`src/rtl/alu_seq.sv`:
```
// Multi-cycle execute-stage ALU: single-cycle logic ops plus iterative multu and optional divu.
// Define ALU_SEQ_DIV_EN to compile in the restoring divider (opcode 1001); otherwise 1001 is undefined.
module alu_seq #(
  parameter int WIDTH = 32
) (
  input  logic             clk,
  input  logic             rst_n,
  input  logic             start,
  input  logic [WIDTH-1:0] a,
  input  logic [WIDTH-1:0] b,
  input  logic [3:0]       alu_ctrl,
  output logic             ready,
  output logic             done,
  output logic [WIDTH-1:0] result,
  output logic [WIDTH-1:0] hi,
  output logic             zero,
  output logic             div_by_zero
);
  localparam int CW = (WIDTH > 1) ? $clog2(WIDTH) : 1;

  localparam logic [3:0] OP_AND = 4'b0000;
  localparam logic [3:0] OP_OR  = 4'b0001;
  localparam logic [3:0] OP_ADD = 4'b0010;
  localparam logic [3:0] OP_SUB = 4'b0110;
  localparam logic [3:0] OP_SLT = 4'b0111;
  localparam logic [3:0] OP_MUL = 4'b1000;
  localparam logic [3:0] OP_DIV = 4'b1001;

  typedef enum logic {IDLE, RUN} state_t;

  state_t           state_q, state_d;
  logic [CW-1:0]    cnt_q, cnt_d;
  logic [WIDTH-1:0] acc_q, acc_d;    // product high half / partial remainder
  logic [WIDTH-1:0] sh_q, sh_d;      // multiplier->product low half / dividend->quotient
  logic [WIDTH-1:0] opnd_q, opnd_d;  // multiplicand or divisor
  logic [WIDTH-1:0] result_q, result_d, hi_q, hi_d;
  logic             zero_q, zero_d, dbz_q, dbz_d, done_q, done_d;
  logic [WIDTH-1:0] alu_res;
  logic [WIDTH:0]   mul_sum;
  logic [WIDTH-1:0] mul_acc, mul_sh, it_acc, it_sh;

  // Shift-add step: add multiplicand when the current multiplier bit is set, then shift right.
  always_comb begin
    mul_sum = {1'b0, acc_q} + (sh_q[0] ? {1'b0, opnd_q} : {(WIDTH+1){1'b0}});
    mul_acc = mul_sum[WIDTH:1];
    mul_sh  = {mul_sum[0], sh_q[WIDTH-1:1]};
  end

`ifdef ALU_SEQ_DIV_EN
  logic             is_div_q, is_div_d;
  logic [WIDTH:0]   div_shift;
  logic             div_ge;
  logic [WIDTH-1:0] div_diff, div_acc, div_sh;

  // Restoring step: shift in the next dividend bit, keep the trial difference if it fits.
  always_comb begin
    div_shift = {acc_q, sh_q[WIDTH-1]};
    div_ge    = div_shift >= {1'b0, opnd_q};
    div_diff  = div_shift[WIDTH-1:0] - opnd_q;
    div_acc   = div_ge ? div_diff : div_shift[WIDTH-1:0];
    div_sh    = {sh_q[WIDTH-2:0], div_ge};
  end

  assign it_acc = is_div_q ? div_acc : mul_acc;
  assign it_sh  = is_div_q ? div_sh  : mul_sh;
`else
  assign it_acc = mul_acc;
  assign it_sh  = mul_sh;
`endif

  always_comb begin
    case (alu_ctrl)
      OP_ADD:  alu_res = a + b;
      OP_SUB:  alu_res = a - b;
      OP_AND:  alu_res = a & b;
      OP_OR:   alu_res = a | b;
      OP_SLT:  alu_res = {{(WIDTH-1){1'b0}}, $signed(a) < $signed(b)};
      default: alu_res = '0;
    endcase
  end

  always_comb begin
    state_d  = state_q;
    cnt_d    = cnt_q;
    acc_d    = acc_q;
    sh_d     = sh_q;
    opnd_d   = opnd_q;
    result_d = result_q;
    hi_d     = hi_q;
    zero_d   = zero_q;
    dbz_d    = dbz_q;
    done_d   = 1'b0;
`ifdef ALU_SEQ_DIV_EN
    is_div_d = is_div_q;
`endif
    case (state_q)
      IDLE: begin
        if (start) begin
          if (alu_ctrl == OP_MUL) begin
            opnd_d  = a;
            sh_d    = b;
            acc_d   = '0;
            cnt_d   = CW'(WIDTH-1);
            state_d = RUN;
`ifdef ALU_SEQ_DIV_EN
            is_div_d = 1'b0;
          end else if (alu_ctrl == OP_DIV) begin
            opnd_d   = b;
            sh_d     = a;
            acc_d    = '0;
            cnt_d    = CW'(WIDTH-1);
            is_div_d = 1'b1;
            state_d  = RUN;
`endif
          end else begin
            result_d = alu_res;
            hi_d     = '0;
            zero_d   = (alu_res == '0);
            dbz_d    = 1'b0;
            done_d   = 1'b1;
          end
        end
      end
      RUN: begin
        acc_d = it_acc;
        sh_d  = it_sh;
        if (cnt_q == '0) begin
          result_d = it_sh;
          hi_d     = it_acc;
          zero_d   = (it_sh == '0);
`ifdef ALU_SEQ_DIV_EN
          dbz_d    = is_div_q && (opnd_q == '0);
`else
          dbz_d    = 1'b0;
`endif
          done_d   = 1'b1;
          state_d  = IDLE;
        end else begin
          cnt_d = cnt_q - 1'b1;
        end
      end
      default: state_d = IDLE;
    endcase
  end

  always_ff @(posedge clk or negedge rst_n) begin
    if (!rst_n) begin
      state_q  <= IDLE;
      cnt_q    <= '0;
      acc_q    <= '0;
      sh_q     <= '0;
      opnd_q   <= '0;
      result_q <= '0;
      hi_q     <= '0;
      zero_q   <= 1'b0;
      dbz_q    <= 1'b0;
      done_q   <= 1'b0;
`ifdef ALU_SEQ_DIV_EN
      is_div_q <= 1'b0;
`endif
    end else begin
      state_q  <= state_d;
      cnt_q    <= cnt_d;
      acc_q    <= acc_d;
      sh_q     <= sh_d;
      opnd_q   <= opnd_d;
      result_q <= result_d;
      hi_q     <= hi_d;
      zero_q   <= zero_d;
      dbz_q    <= dbz_d;
      done_q   <= done_d;
`ifdef ALU_SEQ_DIV_EN
      is_div_q <= is_div_d;
`endif
    end
  end

  assign ready       = (state_q == IDLE);
  assign done        = done_q;
  assign result      = result_q;
  assign hi          = hi_q;
  assign zero        = zero_q;
  assign div_by_zero = dbz_q;
endmodule

```
`config.mk`:
```
export PLATFORM = sky130hd
export DESIGN_NAME = alu_seq
export DESIGN_NICKNAME = d
export VERILOG_FILES = /design/src/rtl/alu_seq.sv
export SDC_FILE = /design/constraint.sdc
export NUM_CORES = 1
export LEC_CHECK = 0
export ABC_AREA = 1
export BUFFER_PORTS_ARGS = -buffer_cell sky130_fd_sc_hd__buf_2
export CAP_MARGIN = 20
export CORE_UTILIZATION = 50
export DETAILED_ROUTE_END_ITERATION = 8
export PLACE_DENSITY = 0.76
export SLEW_MARGIN = 20
export SYNTH_ARGS = -nofsm -noshare
export SYNTH_HDL_FRONTEND = slang
export SYNTH_SLANG_ARGS = --single-unit
export TNS_END_PERCENT = 30
```
`constraint.sdc`:
```
create_clock -name clk -period 6.8 [get_ports clk]
set_input_delay 0.34 -clock clk [delete_from_list [all_inputs] [get_ports clk]]
set_output_delay 0.34 -clock clk [all_outputs]
set_load 0.02 [all_outputs]
```
---- Yosys cells after proc, flatten, opt, wreduce, memory -nomap -nowiden ----
Cells that the tools add are included.
Widths: inputs -> output; s select.
cells by class
  add/subtract/negate cells ............... 4
  multiplexer cells ....................... 36
  $lt $le $gt $ge ......................... 1
  bitwise logic cells ..................... 3
  reductions and logical operators ........ 8
  eq/ne operators ......................... 10
operators with widths
  kind                 number
  $mux 32              11
  $pmux 32 s2          4
  $pmux 32 s5          1
  $logic_not 32->1     2
  $add 32x32->33       1
  $add 32x32->32       1
  $and 32x32->32       1
  $lt 32x32->1         1
  $or 32x32->32        1
  $sub 32x32->32       1
  $mux 5               3
  $mux 1               12
  $pmux 5 s2           1
  $reduce_and 3->1     3
  $eq 4x3->1 const B   2
  $pmux 1 s2           4
  $ne 2x2->1 const B   3
  $logic_not 5->1      1
  $sub 5x1->5 const B  1
  $eq 4x1->1 const B   1
  $eq 4x2->1 const B   1
  $eq 4x4->1 const B   1
  $logic_not 4->1      1
  $ne 2x1->1 const B   2
  2 further kinds      2
word-level totals
  output and inout bits ................... 68
  bits in registers ....................... 169
  logic and storage cells ................. 72
  bits of input ports ..................... 71

---- Depth between registers and ports, before layout ----
Gate-level depths: netlist of the first run.
  word-level depth ........................ 6
  depth in mapped cells ................... 21
  depth with buffers taken out ............ 20

---- Least setup slack after synthesis of the first run ----
No wires, ideal clock.
  path kind ............................... register to register
  start ................................... register sh_q[0]
  end ..................................... register hi_q[27] (netlist: hi[27])
  clock period less this slack ............ 2.580 ns
  required time ........................... 6.665 ns
  setup slack ............................. 4.220 ns
  setup time .............................. 0.135 ns
  arrival time ............................ 2.445 ns
  stages on the path, launching flop included .. 18
  path buffers ............................ 2
  cell sequence ........................... dfrtp_1 -> clkbuf_1 -> clkbuf_1 -> nand2_1 -> inv_1 -> fa_1 -> nand2_1 -> nand3_1 -> o21ai_1 -> o21ai_2 -> a21o_1 -> nand4_1 -> o211ai_1 -> nand2_1 -> nand2_1 -> or2_2 -> nand3_1 -> o21ai_0
between the ends
  word-level cells in the longest chain between the ends .. 4
ends and longest elaborated chain
  what                    line  text
  start, declared         34    logic [WIDTH-1:0] sh_q, sh_d;
  start signal, assigned  151   sh_q <= '0;
  start signal, assigned  165   sh_q <= sh_d;
  $mux 32                 44    mul_sum = {1'b0, acc_q} + (sh_q[0] ? {1'b0, opnd_q} : {(WIDTH+1){1'b0}});
  $add 32x32->33          44
  $mux 32                 127   if (cnt_q == '0) begin
  $pmux 32 s2             96    case (state_q)
  end signal, assigned    168   hi_q <= hi_d;
  end, declared           36    logic [WIDTH-1:0] result_q, result_d, hi_q, hi_d;
No other way between the ends. The select of a mux whose other input is x is not followed.
A chain may end at the register's enable or synchronous reset.

---- Final worst setup path of the first run ----
Same ends and word-level chain as after synthesis.

==> impl_metrics.ini, run 1 <==
[routing]
wl_met1_um = 23800
drt-initial-drc-count = 1778
first_pass_iters = 6
wl_per_cell_um = 18.7
route.met3.wl_um = 3750
wirelength_um = 52900
wl_met2_um = 24000
num_vias = 15853
highest_layer = met4
drc = 0
viasPerCell = 5.62
ant_nets = 0

[placed_design]
io_buffers = 137
routabilityCongestion = 0.998
hpwl_um = 41900
dp_cells = 2786

[worst_hold_path]
min_path_type = primary input to flop
hold_path_end = opnd_q[0]
hold_depth = 3
min_from = a[0]

[final_layout]
drive_above_1_share = 0.120
mostFrequentLayoutCell = nand2_1
final_nets = 2636
fin_cells = 2822
fill_cells = 2995
area_delta_synth_final_pct = 9.36
final_cell_mix = nand2_1 (622), inv_1 (333), nor2_1 (204)

[logic_synthesis]
synth_warnings = 0
synthTopCellsByArea = dfrtp_1 (27%), nand2_1 (15%), ha_1 (12%), inv_1 (8.2%), nand3_1 (6.6%)
syn_avg_cell_area_sq_um = 6.55
async_flop_share = 1.00
synth_ff_type = dfrtp_1
yosysTopAreaCell = dfrtp_1
synth_edf_count = 0
synth_cells = 2340
seq_area_frac_synth = 0.274
ys_seq_elements = 168
synthDistinctLibCells = 52
syn_nets = 2559
synth.top_cell.area_share = 0.274
mappedNetlistArea_sq_um = 15300

[setup_path]
regToRegEndpoint = hi[27]
cp-end-kind = flop
cp.arrival_ns = 3.58
r2r_slack_ns = 3.51
required_ns = 7.09
worstPathCellList = nand2_1, inv_1, ha_1, fa_1, nand2_1, nand3_1, o21ai_1, o21ai_2, a21o_1, nand4_1, o211ai_1, nand2_1, nand2_1, or2_2, nand3_1, o21ai_0
critPathMaxStageDelay_ns = 0.76
worstReg2RegStart = sh_q[0]
start_kind = flop
slowest_stage = dfrtp_1
path_max_fanout = 33
cp-startpoint = sh_q[0]
cp_common_cell = nand2_1
critPathKind = flop to flop
reg2reg_depth = 16

[clock_tree]
cts_inserted_buffers = 17
clk_pin_slew_ns = 0.08
cts_tree = built
cts_max_path_buffers = 2
cts_max_level = 4
root_buffer = clkbuf_16
cts_num_sinks = 168
clkLatencyLatePin_ns = 0.44
cts_setup_buffers = 0

[sta]
setup_viol_count_final = 0
timing.fmax_mhz = 304
holdWs_ns = 0.221
rsz0062_at_grt = no
finClkSkew_ns = 0.0136
maxSlewViolCount = 0
worstMarginPinSlew_ns = 1.19
timing.final.crit_share = 0.484
fin_setup_tns_ns = 0
period_minus_slack_ns = 3.29
final_hold_viol_count = 0
relSlewSlack = 0.208

[die]
dieArea_sq_um = 31400
die_x_um = 177
placementRows = 63
core_sq_um = 29900
die_h_um = 177
initial_core_util = 0.513
pin_count = 139

[power_and_ir_drop]
ir_drop_mv = 0.205
power_density_nw_per_um2 = 302
power_leakage_nw = 9.08

[global_route]
track_usage = 0.341
grt_max_degree = 98
antenna_found_initial = 2
overflow = 0
grt_pass1_vias = 14978
grt_pass1_wl_um = 81800

[run_status]
status = completed

[job]
drv_cap = 0
power breakdown:
part | internal (W) | switching, W
clock network | 0.000497 | 0.000478
logic | 0.000763 | 0.00162
registers | 0.00141 | 0.000294
total | 0.00267 | 0.00239
final cells by class:
type	instances	area, sq um	area share
sequential	168	4200	0.251
antenna	2	5.00	0.000298
clock buffer	17	425	0.0254
multi-input combinational	1719	9310	0.555
tap	390	488	0.0291
timing repair buffer	149	805	0.0480
inverter	362	1360	0.0811
clock inverter	15	175	0.0104
cells by family after synthesis:
group / synth area share
AOI/OAI and AO/OA: 0.149
buffers and inverters: 0.119
and+or+nand+nor: 0.335
adders and majority gates: 0.122
other: 0.000245
DFF: 0.274
state kept, by name, summed over array words and instances, names as in the netlist:
signal / cells
result: 32
done: 1
sh_q: 32
cnt_q: 5
hi: 32
acc_q: 32
zero: 1
opnd_q: 32
state_q: 1
layer usage:
layer | GRT usage | vias to the layer above
li1 | - | 7727
met1 | 0.475 | 7407
met2 | 0.555 | 645
met3 | 0.0384 | 74
met4 | 0.0970 | 0
met5 | 0 | -
per-stage QoR:
step           setup WS [ns]  total power, W  area (sq um)   util
2_1_floorplan           4.22         0.00328         15300      -
3_3_place_gp            3.62         0.00399         16100  0.540
3_5_place_dp            3.56         0.00404         16100  0.540
4_1_cts                 3.52         0.00503         16700  0.560
5_1_grt                 3.19         0.00542         16800  0.561
6_report                3.51         0.00506         16800  0.561
cell usage after synthesis, types with 15 or more instances:
| cell | instances |
|---|---|
| nor2_1 | 204 |
| a21oi_1 | 108 |
| o221ai_1 | 23 |
| ha_1 | 145 |
| buf_2 | 15 |
| nor2_2 | 22 |
| o22ai_1 | 20 |
| inv_2 | 20 |
| clkbuf_1 | 44 |
| inv_1 | 335 |
| o211ai_1 | 15 |
| o21ai_0 | 141 |
| nand2_2 | 19 |
| nand4_1 | 30 |
| dfrtp_1 | 168 |
| nand3_1 | 201 |
| nand2_1 | 623 |
| a31oi_1 | 34 |
| nor3_1 | 19 |
worst max-delay path, delay by kind of cell (launching register included):
kind | cells | cell delay [ns]
flops | 1 | 0.76
buf+inv | 1 | 0.06
compound gates | 5 | 0.74
fa+ha+maj | 2 | 0.61
simple gates | 8 | 0.97
worst max path at each step:
| stage | depth (start not counted) | slack [ns] | end |
|---|---|---|---|
| 2_1_floorplan | 17 | 4.22 | hi[27] |
| 4_1_cts | 16 | 3.52 | hi[27] |
| 5_1_grt | 16 | 3.19 | hi[20] |
| 3_3_place_gp | 9 | 3.62 | zero |
| 6_report | 16 | 3.51 | hi[27] |
| 3_5_place_dp | 16 | 3.56 | hi[27] |
repair_timing:
action                                  CTS  global route
endpoints found under the setup margin    0             0
endpoints found under the hold margin    10             0
hold buffers                              1             0
gates resized for setup                   0             0
(Power assumes the default switching activity.)
==> run 2, diff against run 1 <==
PLACE_DENSITY = 0.79   (was 0.76)
clock period = 2.79 ns   (was 6.8 ns; I/O delays follow)
==> run 2 against run 1 <==
  * Power rose to 2.5 times the previous value
  * Clock skew decreased by 0.0028 ns
  * Sequential share of layout area down 1.8 points
  * Critical path depth down 1
  * Utilization increased by 4.2 points
  * Final cell count increased by 5.4%
  * Setup slack lost 3.4 ns
  * Combinational power grew to 2.6 times the previous value
  * Largest cell class unchanged
==> impl_metrics.ini, run 2 (synthesis results as in run 1) <==
[clock_tree]
clk_pin_slew_ns = 0.07
cts_max_path_buffers = 2
clkLatencyLatePin_ns = 0.44
cts_max_level = 4
root_buffer = clkbuf_16
cts_tree = built
cts_inserted_buffers = 17
cts_num_sinks = 168

[final_layout]
mostFrequentLayoutCell = nand2_1
area_delta_synth_final_pct = 17.6
final_nets = 2789
postLayoutCellArea_sq_um = 18000
fill_cells = 2804
final_cell_mix = nand2_1 (619), inv_1 (333), nor2_1 (204)
drive_above_1_share = 0.178
multi_input_area_sq_um = 9370
regArea_sq_um = 4200

[routing]
ant_nets = 0
drt-initial-drc-count = 1805
first_pass_iters = 8
drc = 0
wl_per_cell_um = 18.9
num_vias = 16802
wirelength_um = 56300
viasPerCell = 5.65

[placed_design]
routabilityCongestion = 1.03
io_buffers = 137
hpwl_um = 45600
place_area_sq_um = 17300

[die]
dieArea_sq_um = 31400
die_h_um = 177
die_x_um = 177
placementRows = 63
core_sq_um = 29900
initial_core_util = 0.513
pin_count = 139

[global_route]
grt_pass1_wl_um = 86200
grt_max_degree = 98
track_usage = 0.362
overflow = 0
grt_pass1_vias = 15944
antenna_found_initial = 2

[setup_path]
critPathKind = flop to flop
path_max_fanout = 5
cp-end-kind = flop
required_ns = 3.10
endpoint = hi[25]
worstReg2RegStart = sh_q[0]
reg2reg_depth = 15
cp-startpoint = sh_q[0]
start_kind = flop
regToRegEndpoint = hi[25]
r2r_slack_ns = 0.09
cp.arrival_ns = 3.01

[sta]
timing.final.crit_share = 0.966
worstMarginPinSlew_ns = 0.725
holdWs_ns = 0.0493
relSlewSlack = 0.512
setup_viol_count_final = 0
maxSlewViolCount = 0
finClkSkew_ns = 0.0107
rsz0062_at_grt = yes
timing.fmax_mhz = 371
period_minus_slack_ns = 2.70
final_hold_viol_count = 0

[run_status]
status = completed

[power_and_ir_drop]
ir_drop_mv = 0.427
power.total_w = 0.0128
power_density_nw_per_um2 = 708
power_leakage_nw = 9.84

[job]
drv_cap = 0

[worst_hold_path]
min_path_type = primary input to flop
-- run 2: changes by cell type in the layout (fill, tap and decap cells not counted), sizes merged --
cell      before  now
clkinv        12   10
inv          364  362
clkbuf        17   19
bufinv         0    1
buf          148  301
clkinvlp       1    2
-- run 2: final cells by class --
cell class / instances / area share
Sequential cell: 168 / 0.233
Timing Repair Buffer: 302 / 0.112
Antenna cell: 2 / 0.000278
Inverter: 362 / 0.0754
Clock buffer: 19 / 0.0246
Clock inverter: 13 / 0.00743
Multi-Input combinational cell: 1719 / 0.520
Tap cell: 390 / 0.0271
-- run 2: worst min path at each step --
stage,from,endpoint,depth (start not counted)
detailed placement,rst_n,hi[3],1
finish,a[21],opnd_q[21],3
global placement,rst_n,hi[3],1
global route,a[21],opnd_q[21],3
CTS,a[20],opnd_q[20],3
floorplan,rst_n,acc_q[0],0
-- run 2: where the power goes --
| part | internal (W) | switching [W] |
|---|---|---|
| sequential | 0.00343 | 0.000678 |
| clock | 0.00128 | 0.00106 |
| combinational | 0.00216 | 0.00416 |
-- run 2: layer usage --
layer	track usage	share of wire	up-vias	routed length (um)
li1	-	-	8017	-
met1	0.486	0.42	7757	23500
met2	0.562	0.44	888	24600
met3	0.0784	0.11	140	5980
met4	0.146	0.041	0	2310
met5	0	0	-	0
-- run 2: worst max-delay path: stages, from the launching register on --
cell and delay (ns):
dfrtp_1 0.40, nand2_1 0.07, inv_1 0.04, ha_2 0.18, fa_2 0.39, nand2_2 0.08, nand3_2 0.06, o21ai_2 0.09
o21ai_2 0.13, a21o_1 0.25, nand4_1 0.11, o211ai_1 0.16, buf_4 0.18, or2_2 0.27, nand3_1 0.09, o21ai_0 0.08
-- run 2: repair_timing --
item / in CTS / in global routing
resized for setup: 0 / 28
hold endpoints to repair: 69 / 0
setup endpoints to repair: 0 / 30
hold buffers: 1 / 0
setup buffers: 0 / 5
-- run 2: metrics by stage --
step	worst slack [ns]	utilization	setup TNS, ns	std cells
floorplan	0.210	-	0	2340
global placement	-0.0145	0.580	-0.0145	2935
detailed placement	-0.0384	0.580	-0.0384	2935
CTS	0.00663	0.600	0	2968
global route	-0.0312	0.603	-0.0853	2974
finish	0.0942	0.604	0	2975
==> run 3, diff against run 2 <==
PLACE_DENSITY = 0.76   (was 0.79)
clock period = 3.1 ns   (was 2.79 ns; I/O delays follow)
==> run 3 against run 2 <==
  * Die area is the same
  * Non-clock buffer count shrank 130
  * Setup slack gained 0.14 ns
  * Combinational power shrank 15%
  * Wire length shrank 5.5%
  * Flip-flop and latch count is the same
  * Clock power shrank 12%
  * Final cell count shrank 4.4%
  * Final area shrank 6.1%
  * Critical endpoint is now hi[27]
==> impl_metrics.ini, run 3 (synthesis results as in run 1) <==
[run_status]
status = completed

[global_route]
grt_pass1_vias = 15065
overflow = 0
grt_pass1_wl_um = 81700
grt_max_degree = 98
antenna_found_initial = 3
track_usage = 0.342

[power_and_ir_drop]
ir_drop_mv = 0.429
power_leakage_nw = 9.19
power_density_nw_per_um2 = 657

[die]
die_h_um = 177
initial_core_util = 0.513
pin_count = 139
dieArea_sq_um = 31400
die_x_um = 177
core_sq_um = 29900
placementRows = 63

[setup_path]
path_max_fanout = 27
worstPathCellList = buf_6, nand2_1, inv_1, ha_1, a21oi_1, inv_1, a21oi_1, a21boi_0, o211ai_1, nand2_1, nand2_1, or2_2, nand3_1, o21ai_0
start_kind = flop
cp-end-kind = flop
cp_num_buf_inv = 3
slowest_stage = dfrtp_2
critPathMaxStageDelay_ns = 0.46
cp.arrival_ns = 3.18
critPathTopFamily = compound AO/OA/AOI/OAI gates
cp_common_cell = nand2_1
critPathKind = flop to flop
required_ns = 3.42

[clock_tree]
cts_max_path_buffers = 2
cts_num_sinks = 168
cts_max_level = 4
cts_tree = built
clk_pin_slew_ns = 0.07
cts_inserted_buffers = 17
cts_setup_buffers = 0
clkLatencyLatePin_ns = 0.44
root_buffer = clkbuf_16

[final_layout]
drive_above_1_share = 0.129
mostFrequentLayoutCell = nand2_1
final_nets = 2659
fill_cells = 2987
final_cell_mix = nand2_1 (622), inv_1 (333), nor2_1 (204)
post-route-util = 0.567
postLayoutCellArea_sq_um = 16900
area_delta_synth_final_pct = 10.4
fin_cells = 2844

[sta]
final_hold_viol_count = 0
worstMarginPinSlew_ns = 1.00
timing.final.crit_share = 0.925
timing.fmax_mhz = 349
relSlewSlack = 0.326
rsz0062_at_grt = no
maxSlewViolCount = 0
finClkSkew_ns = 0.0143
fin_setup_tns_ns = 0
period_minus_slack_ns = 2.87
setup_viol_count_final = 0

[routing]
first_pass_iters = 6
wirelength_um = 53200
drt-initial-drc-count = 1962
num_vias = 16238
wl_per_cell_um = 18.7
drc = 0
ant_nets = 0
viasPerCell = 5.71

[placed_design]
routabilityCongestion = 1.03
dp_cells = 2810
hpwl_um = 42600
place_area_sq_um = 16300
io_buffers = 137

[job]
drv_cap = 0

[worst_hold_path]
min_path_type = primary input to flop
-- run 3: cell types whose count changed in the layout (fill, tap and decap cells not counted), sizes merged --
| cell | delta |
|---|---|
| diode | -1 |
| bufinv | -1 |
| buf | -130 |
| clkinv | +2 |
| clkbuf | -1 |
-- run 3: per-stage QoR --
stage | setup slack (ns) | hold WS, ns | total power [W]
3_3_place_gp | -0.0149 | 0.181 | 0.00886
4_1_cts | 0.157 | 0.0456 | 0.0110
2_1_floorplan | 0.520 | -0.141 | 0.00720
3_5_place_dp | 0.00585 | 0.183 | 0.00896
6_report | 0.233 | 0.0611 | 0.0111
5_1_grt | 0.0522 | 0.0715 | 0.0119
-- run 3: per-layer routing --
metal / wire length (um) / global-route usage / vias up
met5: 0 / 0 / -
met4: 2000 / 0.134 / 0
met3: 4680 / 0.0526 / 118
met2: 23700 / 0.543 / 779
met1: 22800 / 0.465 / 7569
li1: - / - / 7772
-- run 3: area by class of cell --
class                           instances  area, sq um  area share
Antenna cell                            1         2.50    0.000148
Multi-Input combinational cell       1719         9310       0.550
Sequential cell                       168         4210       0.248
Tap cell                              390          488      0.0288
Clock buffer                           18          429      0.0253
Clock inverter                         14          135     0.00798
Timing Repair Buffer                  172          998      0.0590
Inverter                              362         1360      0.0803
-- run 3: worst paths after layout --
path / cells after the start / startpoint / endpoint / slack (ns)
max in group asynchronous: 3 / rst_n / acc_q[23] / 1.90
min in group asynchronous: 2 / rst_n / hi[6] / 0.27
worst min-delay path: 3 / a[15] / opnd_q[15] / 0.06
worst max-delay path: 14 / sh_q[0] / hi[27] / 0.23
worst min register to register: 2 / hi[28] / hi[28] / 0.48
worst max register to register: 14 / sh_q[0] / hi[27] / 0.23
-- run 3: timing repair --
| item | 4_1_cts | 5_1_grt |
|---|---|---|
| gates resized for setup | 0 | 4 |
| hold endpoints to repair | 63 | 0 |
| hold buffers | 1 | 0 |
| endpoints found under the setup margin | 0 | 7 |
-- run 3: where the power goes --
group / switching, W / internal [W] / leakage [nW] / total, W
Clock: 0.00100 / 0.00106 / 0.273 / 0.00206
Combinational: 0.00363 / 0.00171 / 6.75 / 0.00535
Sequential: 0.000616 / 0.00309 / 2.16 / 0.00370
Total: 0.00525 / 0.00586 / 9.19 / 0.0111
-- run 3: worst reg2reg max path: stages (launching register included) --
cell and delay, ns:
dfrtp_2 0.46, buf_6 0.19, nand2_1 0.08, inv_1 0.04, ha_1 0.35, a21oi_1 0.22
inv_1 0.06, a21oi_1 0.25, a21boi_0 0.26, o211ai_1 0.21, nand2_1 0.11, nand2_1 0.08
or2_2 0.28, nand3_1 0.08, o21ai_0 0.08
